<file path="src/rtl/move_ctrl.sv">
`default_nettype none
// ============================================================================
//  Module   : move_ctrl
//  Purpose  : Tick-driven platformer movement: jump/fall FSM plus horizontal
//             stepping, emitting one-cycle position step pulses.
//  Revision : 1.0 - initial release
// ============================================================================
module move_ctrl #(
    parameter int JUMP_H = 16,
    parameter int H_DIV  = 2
) (
    input  logic       sys_clk,
    input  logic       rst_n,
    input  logic       tick,
    input  logic       btn_left,
    input  logic       btn_right,
    input  logic       btn_jump,
    input  logic       solid_below,
    input  logic       solid_above,
    input  logic       solid_left,
    input  logic       solid_right,
    output logic [3:0] update_pos_scroll,
    output logic       jump,
    output logic       fall
);

    localparam int c_RISE_W = $clog2(JUMP_H + 1);
    localparam int c_H_W    = $clog2(H_DIV + 1);
    localparam logic [c_RISE_W-1:0] c_JUMP_H = c_RISE_W'(JUMP_H);
    localparam logic [c_H_W-1:0]    c_H_TOP  = c_H_W'(H_DIV - 1);

    typedef enum logic [1:0] {
        GROUND = 2'd0,
        RISE   = 2'd1,
        FALL   = 2'd2
    } state_t;

    state_t                r_state;
    state_t                w_state_nxt;
    logic [c_RISE_W-1:0]   r_rise_cnt;
    logic [c_RISE_W-1:0]   w_rise_cnt_nxt;
    logic [c_H_W-1:0]      r_h_cnt;
    logic [c_H_W-1:0]      w_h_cnt_nxt;
    logic                  r_jump_prev;
    logic                  r_seq_v;
    logic                  r_seq_h;
    logic [1:0]            r_h_pend;
    logic [1:0]            w_v_pulse;
    logic [1:0]            w_h_pulse;
    logic                  w_accept;

    // The sequencer is busy for the whole T+1/T+2 window of an accepted tick.
    assign w_accept = tick & ~r_seq_v & ~r_seq_h;

    always_comb begin
        w_state_nxt    = r_state;
        w_rise_cnt_nxt = r_rise_cnt;
        w_h_cnt_nxt    = r_h_cnt;
        w_v_pulse      = 2'b00;
        w_h_pulse      = 2'b00;
        if (w_accept) begin
            case (r_state)
                GROUND: begin
                    if (!solid_below) begin
                        w_state_nxt = FALL;
                    end else if (btn_jump && !r_jump_prev) begin
                        w_state_nxt    = RISE;
                        w_rise_cnt_nxt = '0;
                    end
                end
                RISE: begin
                    if (solid_above) begin
                        w_state_nxt = FALL;
                    end else begin
                        w_v_pulse      = 2'b10;
                        w_rise_cnt_nxt = r_rise_cnt + 1'b1;
                        if (w_rise_cnt_nxt == c_JUMP_H) begin
                            w_state_nxt = FALL;
                        end
                    end
                end
                FALL: begin
                    if (solid_below) begin
                        w_state_nxt = GROUND;
                    end else begin
                        w_v_pulse = 2'b01;
                    end
                end
                default: w_state_nxt = GROUND;
            endcase

            if (btn_left ^ btn_right) begin
                if (r_h_cnt == c_H_TOP) begin
                    w_h_cnt_nxt = '0;
                    w_h_pulse   = {btn_left & ~solid_left, btn_right & ~solid_right};
                end else begin
                    w_h_cnt_nxt = r_h_cnt + 1'b1;
                end
            end else begin
                w_h_cnt_nxt = '0;
            end
        end
    end

    always_ff @(posedge sys_clk or negedge rst_n) begin
        if (!rst_n) begin
            r_state           <= GROUND;
            jump              <= 1'b0;
            fall              <= 1'b0;
            r_rise_cnt        <= '0;
            r_h_cnt           <= '0;
            r_jump_prev       <= 1'b1;
            r_seq_v           <= 1'b0;
            r_seq_h           <= 1'b0;
            r_h_pend          <= 2'b00;
            update_pos_scroll <= 4'b0000;
        end else begin
            r_state    <= w_state_nxt;
            jump       <= (w_state_nxt == RISE);
            fall       <= (w_state_nxt == FALL);
            r_rise_cnt <= w_rise_cnt_nxt;
            r_h_cnt    <= w_h_cnt_nxt;
            r_seq_v    <= w_accept;
            r_seq_h    <= r_seq_v;
            if (w_accept) begin
                r_jump_prev       <= btn_jump;
                r_h_pend          <= w_h_pulse;
                update_pos_scroll <= {w_v_pulse, 2'b00};
            end else if (r_seq_v) begin
                update_pos_scroll <= {2'b00, r_h_pend};
            end else begin
                update_pos_scroll <= 4'b0000;
            end
        end
    end

endmodule
`default_nettype wire

</file>
<file path="config.mk">
export PLATFORM = sky130hd
export DESIGN_NAME = move_ctrl
export DESIGN_NICKNAME = d
export VERILOG_FILES = /design/src/rtl/move_ctrl.sv
export SDC_FILE = /design/constraint.sdc
export NUM_CORES = 1
export LEC_CHECK = 0
export ABC_AREA = 1
export CAP_MARGIN = 20
export CORE_MARGIN = 5
export CORE_UTILIZATION = 40
export DETAILED_ROUTE_END_ITERATION = 16
export GPL_TIMING_DRIVEN = 0
export PLACE_DENSITY = 0.73
export SYNTH_ARGS = -nofsm -noshare
export SYNTH_HDL_FRONTEND = slang
export SYNTH_SLANG_ARGS = --single-unit
</file>
<file path="constraint.sdc">
create_clock -name sys_clk -period 2.8 [get_ports sys_clk]
set_input_delay 0.84 -clock sys_clk [delete_from_list [all_inputs] [get_ports sys_clk]]
set_output_delay 0.84 -clock sys_clk [all_outputs]
set_load 0.005 [all_outputs]
</file>
==> impl_metrics.env, run 1 <==
export IMPL_initial_core_util_pct=40.7
export IMPL_rsz0062_at_grt="false"
export IMPL_synth_seq_area_share_pct=50.7
export IMPL_path_cells="clkdlybuf4s50_1"
export IMPL_core_sq_um=2430
export IMPL_synth_top_area_cell="dfrtp_1"
export IMPL_io_pins=16
export IMPL_timing_rr_end="r_rise_cnt[3]"
export IMPL_crit_family="buffers and inverters"
export IMPL_netlist_top_cells_area="dfrtp_1 (48%), nand2_1 (14%), inv_1 (6.8%)"
export IMPL_rr_startpoint="r_state[1]"
export IMPL_startpoint_type="flop"
export IMPL_r2r_slack_ps=1040
export IMPL_hold_path_class="flop to flop"
export IMPL_die_y_microns=59.7
export IMPL_syn_area_per_cell_sq_um=8.39
export IMPL_grt_start_max_net_pins=21
export IMPL_synthToLayoutAreaGrowth_pct=22.6
export IMPL_dieWidth_microns=59.7
export IMPL_drtIter0Drc=43
export IMPL_r2r_cells=9
export IMPL_worstSetupEndpoint="fall"
export IMPL_fillers=237
export IMPL_gp_congestion=0.686
export IMPL_yosysWarnings=0
export IMPL_clock_sinks=20
export IMPL_final_cells=167
export IMPL_finalSetupTns_ps=0
export IMPL_cts_tree="built"
export IMPL_grt_pass1_wl_mm=3.03
export IMPL_synth_top_area_share_pct=48.0
export IMPL_worst_path_stages=1
export IMPL_cts_max_path_buffers=2
export IMPL_timing_hold_ws_ps=482
export IMPL_slowest_stage="clkdlybuf4s50_1"
export IMPL_numPortBuffers=15
export IMPL_max_stage_delay_ps=510
export IMPL_ys_types=21
export IMPL_grt_remaining_overflow=0
export IMPL_hold_buffers=0
export IMPL_final_hold_viol_count=0
export IMPL_criticalPathCategory="flop to primary output"
export IMPL_drc=0
export IMPL_fp_row_count=18
export IMPL_antenna_found_initial=0
export IMPL_fin_util_pct=49.9
export IMPL_drive_gt1_share_pct=9.49
export IMPL_antenna_cells=0
export IMPL_max_freq_mhz=500
export IMPL_min_period_ps=2000
export IMPL_yosys_register_bits=20
export IMPL_slew_violations=0
export IMPL_ctsResizeCount=0
export IMPL_syn_area_sq_um=990
export IMPL_status="finished, final reports clean"
export IMPL_postCtsSetupRepairBufs=0
export IMPL_required_ps=1960
export IMPL_ir_drop_mv=0.403
export IMPL_syn_inst=118
export IMPL_power_density_nw_per_um2=730
export IMPL_clock_root_buffer="clkbuf_4"
export IMPL_leakage_nw=0.636
export IMPL_fin_nets=153
export IMPL_grt_pass1_vias=737
export IMPL_crit_arrival_ps=1160
export IMPL_dp_hpwl_mm=1.37
export IMPL_wl_per_cell_microns=10.9
export IMPL_path_clk_slew_ps=110
export IMPL_drv_cap=0
export IMPL_finalWirelength_mm=1.81
export IMPL_setup_viol=0
export IMPL_tightest_slew_ps=873
export IMPL_skew_ps=1.92
export IMPL_post_route_period_util_pct=71.5
export IMPL_ant_nets=0
export IMPL_vias_per_cell=4.68
export IMPL_ctsHtreeMaxLevel=1
export IMPL_crit_start="fall"
export IMPL_critPathCaptureType="primary output"
export IMPL_slew_headroom_pct=41.6
export IMPL_final_common_cell="nand2_1"
export IMPL_place_inst=163
export IMPL_die_area_sq_um=3570
export IMPL_cp_num_buf_inv=1
export IMPL_dr_pass1_iters=4
export IMPL_track_usage_pct=11.8
export IMPL_vias=781
export IMPL_synth_nets=133
export IMPL_clock_latency_ps=300
export IMPL_worstPathMaxFanout=1
export IMPL_numCtsBuffers=3
export IMPL_layout_common_cells="nand2_1 (37), dfrtp_1 (19), inv_1 (18)"
## metal layers
layer,track usage [%],up-vias,wire [microns]
li1,-,407,-
met1,13.0,354,784
met2,19.6,15,900
met3,4.10,5,91
met4,6.65,0,37
met5,0,-,0
## state kept, by name, summed over array words and instances, names as in the netlist
signal	count
r_state	2
r_h_cnt	2
r_rise_cnt	5
jump	1
r_jump_prev	1
fall	1
r_seq_h	1
r_h_pend	2
update_pos_scroll	4
r_seq_v	1
## final cells by class
type                       count  area (sq um)  area share (%)
clock buffer                   4          36.3            2.99
inverter                      20          78.8            6.49
tap                           30          37.5            3.09
sequential                    20           502            41.3
timing repair buffer          15           150            12.4
multi-input combinational     78           409            33.7
## metrics by stage
stage | power [mW] | setup slack, ps | instance area, sq um
2_1_floorplan | 0.624 | 1140 | 990
3_3_place_gp | 0.708 | 504 | 1180
3_5_place_dp | 0.724 | 480 | 1180
4_1_cts | 0.897 | 771 | 1210
5_1_grt | 0.963 | 710 | 1210
6_report | 0.886 | 798 | 1210
## cells by family after synthesis
group           Yosys count  synth area share [%]
simple gates             60                  27.7
buf+inv                  20                  7.96
flops                    20                  50.7
compound gates           13                  7.33
fa+ha+maj                 5                  6.32
## worst min-delay path by stage
stage / startpoint / endpoint / slack [ps] / cells after the start
2_1_floorplan: r_h_pend[0] / update_pos_scroll[0] / 440 / 2
3_3_place_gp: r_h_pend[0] / update_pos_scroll[0] / 450 / 2
3_5_place_dp: r_h_pend[1] / update_pos_scroll[1] / 460 / 2
4_1_cts: r_h_pend[1] / update_pos_scroll[1] / 490 / 2
5_1_grt: r_h_pend[1] / r_h_pend[1] / 510 / 2
6_report: r_h_pend[1] / update_pos_scroll[1] / 480 / 2
## Yosys cell counts, drive strengths merged
| cell type | n |
|---|---|
| nor2 | 9 |
| or2 | 1 |
| dfstp | 1 |
| nand4 | 2 |
| o21ai | 9 |
| a21oi | 2 |
| inv | 19 |
| ha | 5 |
| nand3 | 8 |
| nor3 | 2 |
| o22ai | 1 |
| o31ai | 1 |
| dfrtp | 19 |
| nand2 | 38 |
| clkinv | 1 |
## power by group
group / switching (mW) / total [mW] / internal (mW)
clock network: 0.0855 / 0.165 / 0.0794
registers: 0.0698 / 0.430 / 0.360
logic: 0.164 / 0.292 / 0.128
total: 0.319 / 0.886 / 0.567
(Power assumes the default switching activity.)
==> inputs of run 2 (changes only) <==
==> constraint.sdc (replaced) <==
create_clock -name sys_clk -period 2.08 [get_ports sys_clk]
set_input_delay 0.624 -clock sys_clk [delete_from_list [all_inputs] [get_ports sys_clk]]
set_output_delay 0.624 -clock sys_clk [all_outputs]
set_load 0.005 [all_outputs]
==> results of run 2 <==
The final DEF is identical to that of run 1. Status: finished, final reports clean.
Main changes from that run: setup slack after placement 480 ps -> -23.9 ps; setup slack after layout 798 ps -> 294 ps; register-to-register setup slack 1040 ps -> 320 ps; total power 0.886 mW -> 1.19 mW; worst IR drop on VDD 0.403 mV -> 0.542 mV
==> inputs of run 3 (changes only) <==
--- a/config.mk
+++ b/config.mk
@@ -8,10 +8,11 @@
 export ABC_AREA = 1
 export CAP_MARGIN = 20
 export CORE_MARGIN = 5
-export CORE_UTILIZATION = 40
+export CORE_UTILIZATION = 51
 export DETAILED_ROUTE_END_ITERATION = 16
+export GPL_ROUTABILITY_DRIVEN = 0
 export GPL_TIMING_DRIVEN = 0
-export PLACE_DENSITY = 0.73
+export PLACE_DENSITY = 0.87
 export SYNTH_ARGS = -nofsm -noshare
 export SYNTH_HDL_FRONTEND = slang
 export SYNTH_SLANG_ARGS = --single-unit
==> run 3 against run 2 <==
Compared with the run above: largest power group unchanged; first-iteration DRC count is 88% lower; fmax is 0.50% lower; sequential power hardly changed; via count is 2.7% higher; cell area is 1.0% higher; critical path depth is 8 higher; count of clock-buffer cells in the layout is 1 lower; critical path type is now flop to flop; sequential share of layout area is 0.42 points lower; highest routed layer unchanged; non-clock buffer count stayed put; die area is 18% lower.
==> impl_metrics.env, run 3 (synthesis gave the netlist of run 1 again) <==
export IMPL_leakage_nw=0.643
export IMPL_track_usage_pct=15.2
export IMPL_rsz0062_at_grt="false"
export IMPL_ctsHtreeMaxLevel=1
export IMPL_setup_viol=0
export IMPL_largest_reg_flops=5
export IMPL_grt_start_max_net_pins=21
export IMPL_crit_start="r_state[1]"
export IMPL_grt_pass1_vias=776
export IMPL_cts_max_path_buffers=2
export IMPL_synthToLayoutAreaGrowth_pct=23.9
export IMPL_path_clk_slew_ps=110
export IMPL_grt_pass1_wl_mm=3.15
export IMPL_power_frac_comb_pct=30.6
export IMPL_io_pins=16
export IMPL_vias=802
export IMPL_post_route_period_util_pct=86.3
export IMPL_finalWirelength_mm=1.80
export IMPL_antenna_cells=0
export IMPL_antenna_found_initial=0
export IMPL_power_density_nw_per_um2=1050
export IMPL_vias_per_cell=4.89
export IMPL_die_y_microns=54.1
export IMPL_min_period_ps=1790
export IMPL_clock_root_buffer="clkbuf_4"
export IMPL_pwr_share_clk_pct=24.6
export IMPL_core_sq_um=1900
export IMPL_grt_remaining_overflow=0
export IMPL_tightest_slew_ps=851
export IMPL_required_ps=2310
export IMPL_hold_path_class="flop to flop"
export IMPL_fin_ws_ps=285
export IMPL_final_common_cell="nand2_1"
export IMPL_seq_power_share_pct=44.8
export IMPL_clock_latency_ps=310
export IMPL_slew_headroom_pct=43.1
export IMPL_numPortBuffers=15
export IMPL_ir_drop_mv=0.842
export IMPL_critPathCaptureType="flop"
export IMPL_final_hold_viol_count=0
export IMPL_postPlaceCellArea_sq_um=1170
export IMPL_layout_common_cells="nand2_1 (37), dfrtp_1 (19), inv_1 (18)"
export IMPL_dp_hpwl_mm=1.34
export IMPL_startpoint_type="flop"
export IMPL_drtIter0Drc=5
export IMPL_r2r_cells=9
export IMPL_drv_cap=0
export IMPL_cts_tree="built"
export IMPL_initial_core_util_pct=52.0
export IMPL_top_regs="r_rise_cnt (5), update_pos_scroll (4)"
export IMPL_ant_nets=0
export IMPL_dr_pass1_iters=4
export IMPL_r2r_slack_ps=290
export IMPL_crit_arrival_ps=2030
export IMPL_p_switching_mw=0.442
export IMPL_slew_violations=0
export IMPL_swShare_pct=34.2
export IMPL_skew_ps=4.19
export IMPL_regMostFlops="r_rise_cnt"
export IMPL_drc=0
export IMPL_final_cell_area_sq_um=1230
export IMPL_timing_rr_end="r_rise_cnt[3]"
export IMPL_wl_per_cell_microns=11.0
export IMPL_postCtsSetupRepairBufs=0
export IMPL_worstPathMaxFanout=6
export IMPL_hold_buffers=0
export IMPL_dieWidth_microns=54.1
export IMPL_drive_gt1_share_pct=9.49
export IMPL_power_mw=1.29
export IMPL_fillers=164
export IMPL_worstSetupEndpoint="r_rise_cnt[3]"
export IMPL_p_int_mw=0.851
export IMPL_status="finished, final reports clean"
export IMPL_numCtsBuffers=3
export IMPL_ctsResizeCount=0
export IMPL_criticalPathCategory="flop to flop"
export IMPL_rr_startpoint="r_state[1]"
export IMPL_fp_row_count=16
export IMPL_fin_nets=153
export IMPL_die_area_sq_um=2920
export IMPL_place_ws_ps=-39.7
export IMPL_max_freq_mhz=557
export IMPL_clock_sinks=20
export IMPL_fin_util_pct=64.5
## run 3: per-stage QoR
| step | hold slack [ps] | setup TNS (ps) | std cells |
|---|---|---|---|
| CTS | 489 | 0 | 164 |
| detailed placement | 461 | -39.7 | 160 |
| global placement | 452 | 0 | 160 |
| global route | 509 | 0 | 164 |
| finish | 485 | 0 | 164 |
| floorplan | 328 | 0 | 118 |
## run 3: layout make-up
class | count | area (sq um) | area share [%]
Timing Repair Buffer | 15 | 150 | 12.2
Tap cell | 27 | 33.8 | 2.76
Multi-Input combinational cell | 78 | 409 | 33.4
Sequential cell | 20 | 502 | 40.9
Inverter | 20 | 78.8 | 6.43
Clock inverter | 1 | 30.0 | 2.45
Clock buffer | 3 | 22.5 | 1.84
## run 3: layer usage
metal	wire length, microns	up-vias	share of wire (%)	GRT usage, %
li1	-	407	-	-
met1	771	376	43	17.5
met2	906	12	50	25.6
met3	47	7	2.6	2.77
met4	73	0	4.1	9.96
met5	0	-	0	0
## run 3: worst min-delay path by stage
stage	startpoint	to	slack, ps	depth (start not counted)
floorplan	rst_n	fall	330	0
global placement	r_h_pend[0]	update_pos_scroll[0]	450	2
detailed placement	r_h_pend[0]	update_pos_scroll[0]	460	2
CTS	r_h_pend[0]	update_pos_scroll[0]	490	2
global route	r_h_pend[1]	update_pos_scroll[1]	510	2
finish	r_seq_v	r_seq_h	480	0
## run 3: power groups by stage
stage | sequential (mW) | clock (mW) | combinational, mW
6_report | 0.579 | 0.319 | 0.395
3_3_place_gp | 0.573 | 0 | 0.377
4_1_cts | 0.577 | 0.323 | 0.397
5_1_grt | 0.595 | 0.343 | 0.449
3_5_place_dp | 0.585 | 0 | 0.388
2_1_floorplan | 0.563 | 0 | 0.277
## run 3: worst max-delay path, cell delays in order, from the launching register on
cell and delay, ps:
dfrtp_1 460, inv_1 120, ha_1 270, inv_1 90, or2_4 240, nand2_1 70
nand3_2 140, clkinv_2 110, nand2_1 80, o22ai_1 140
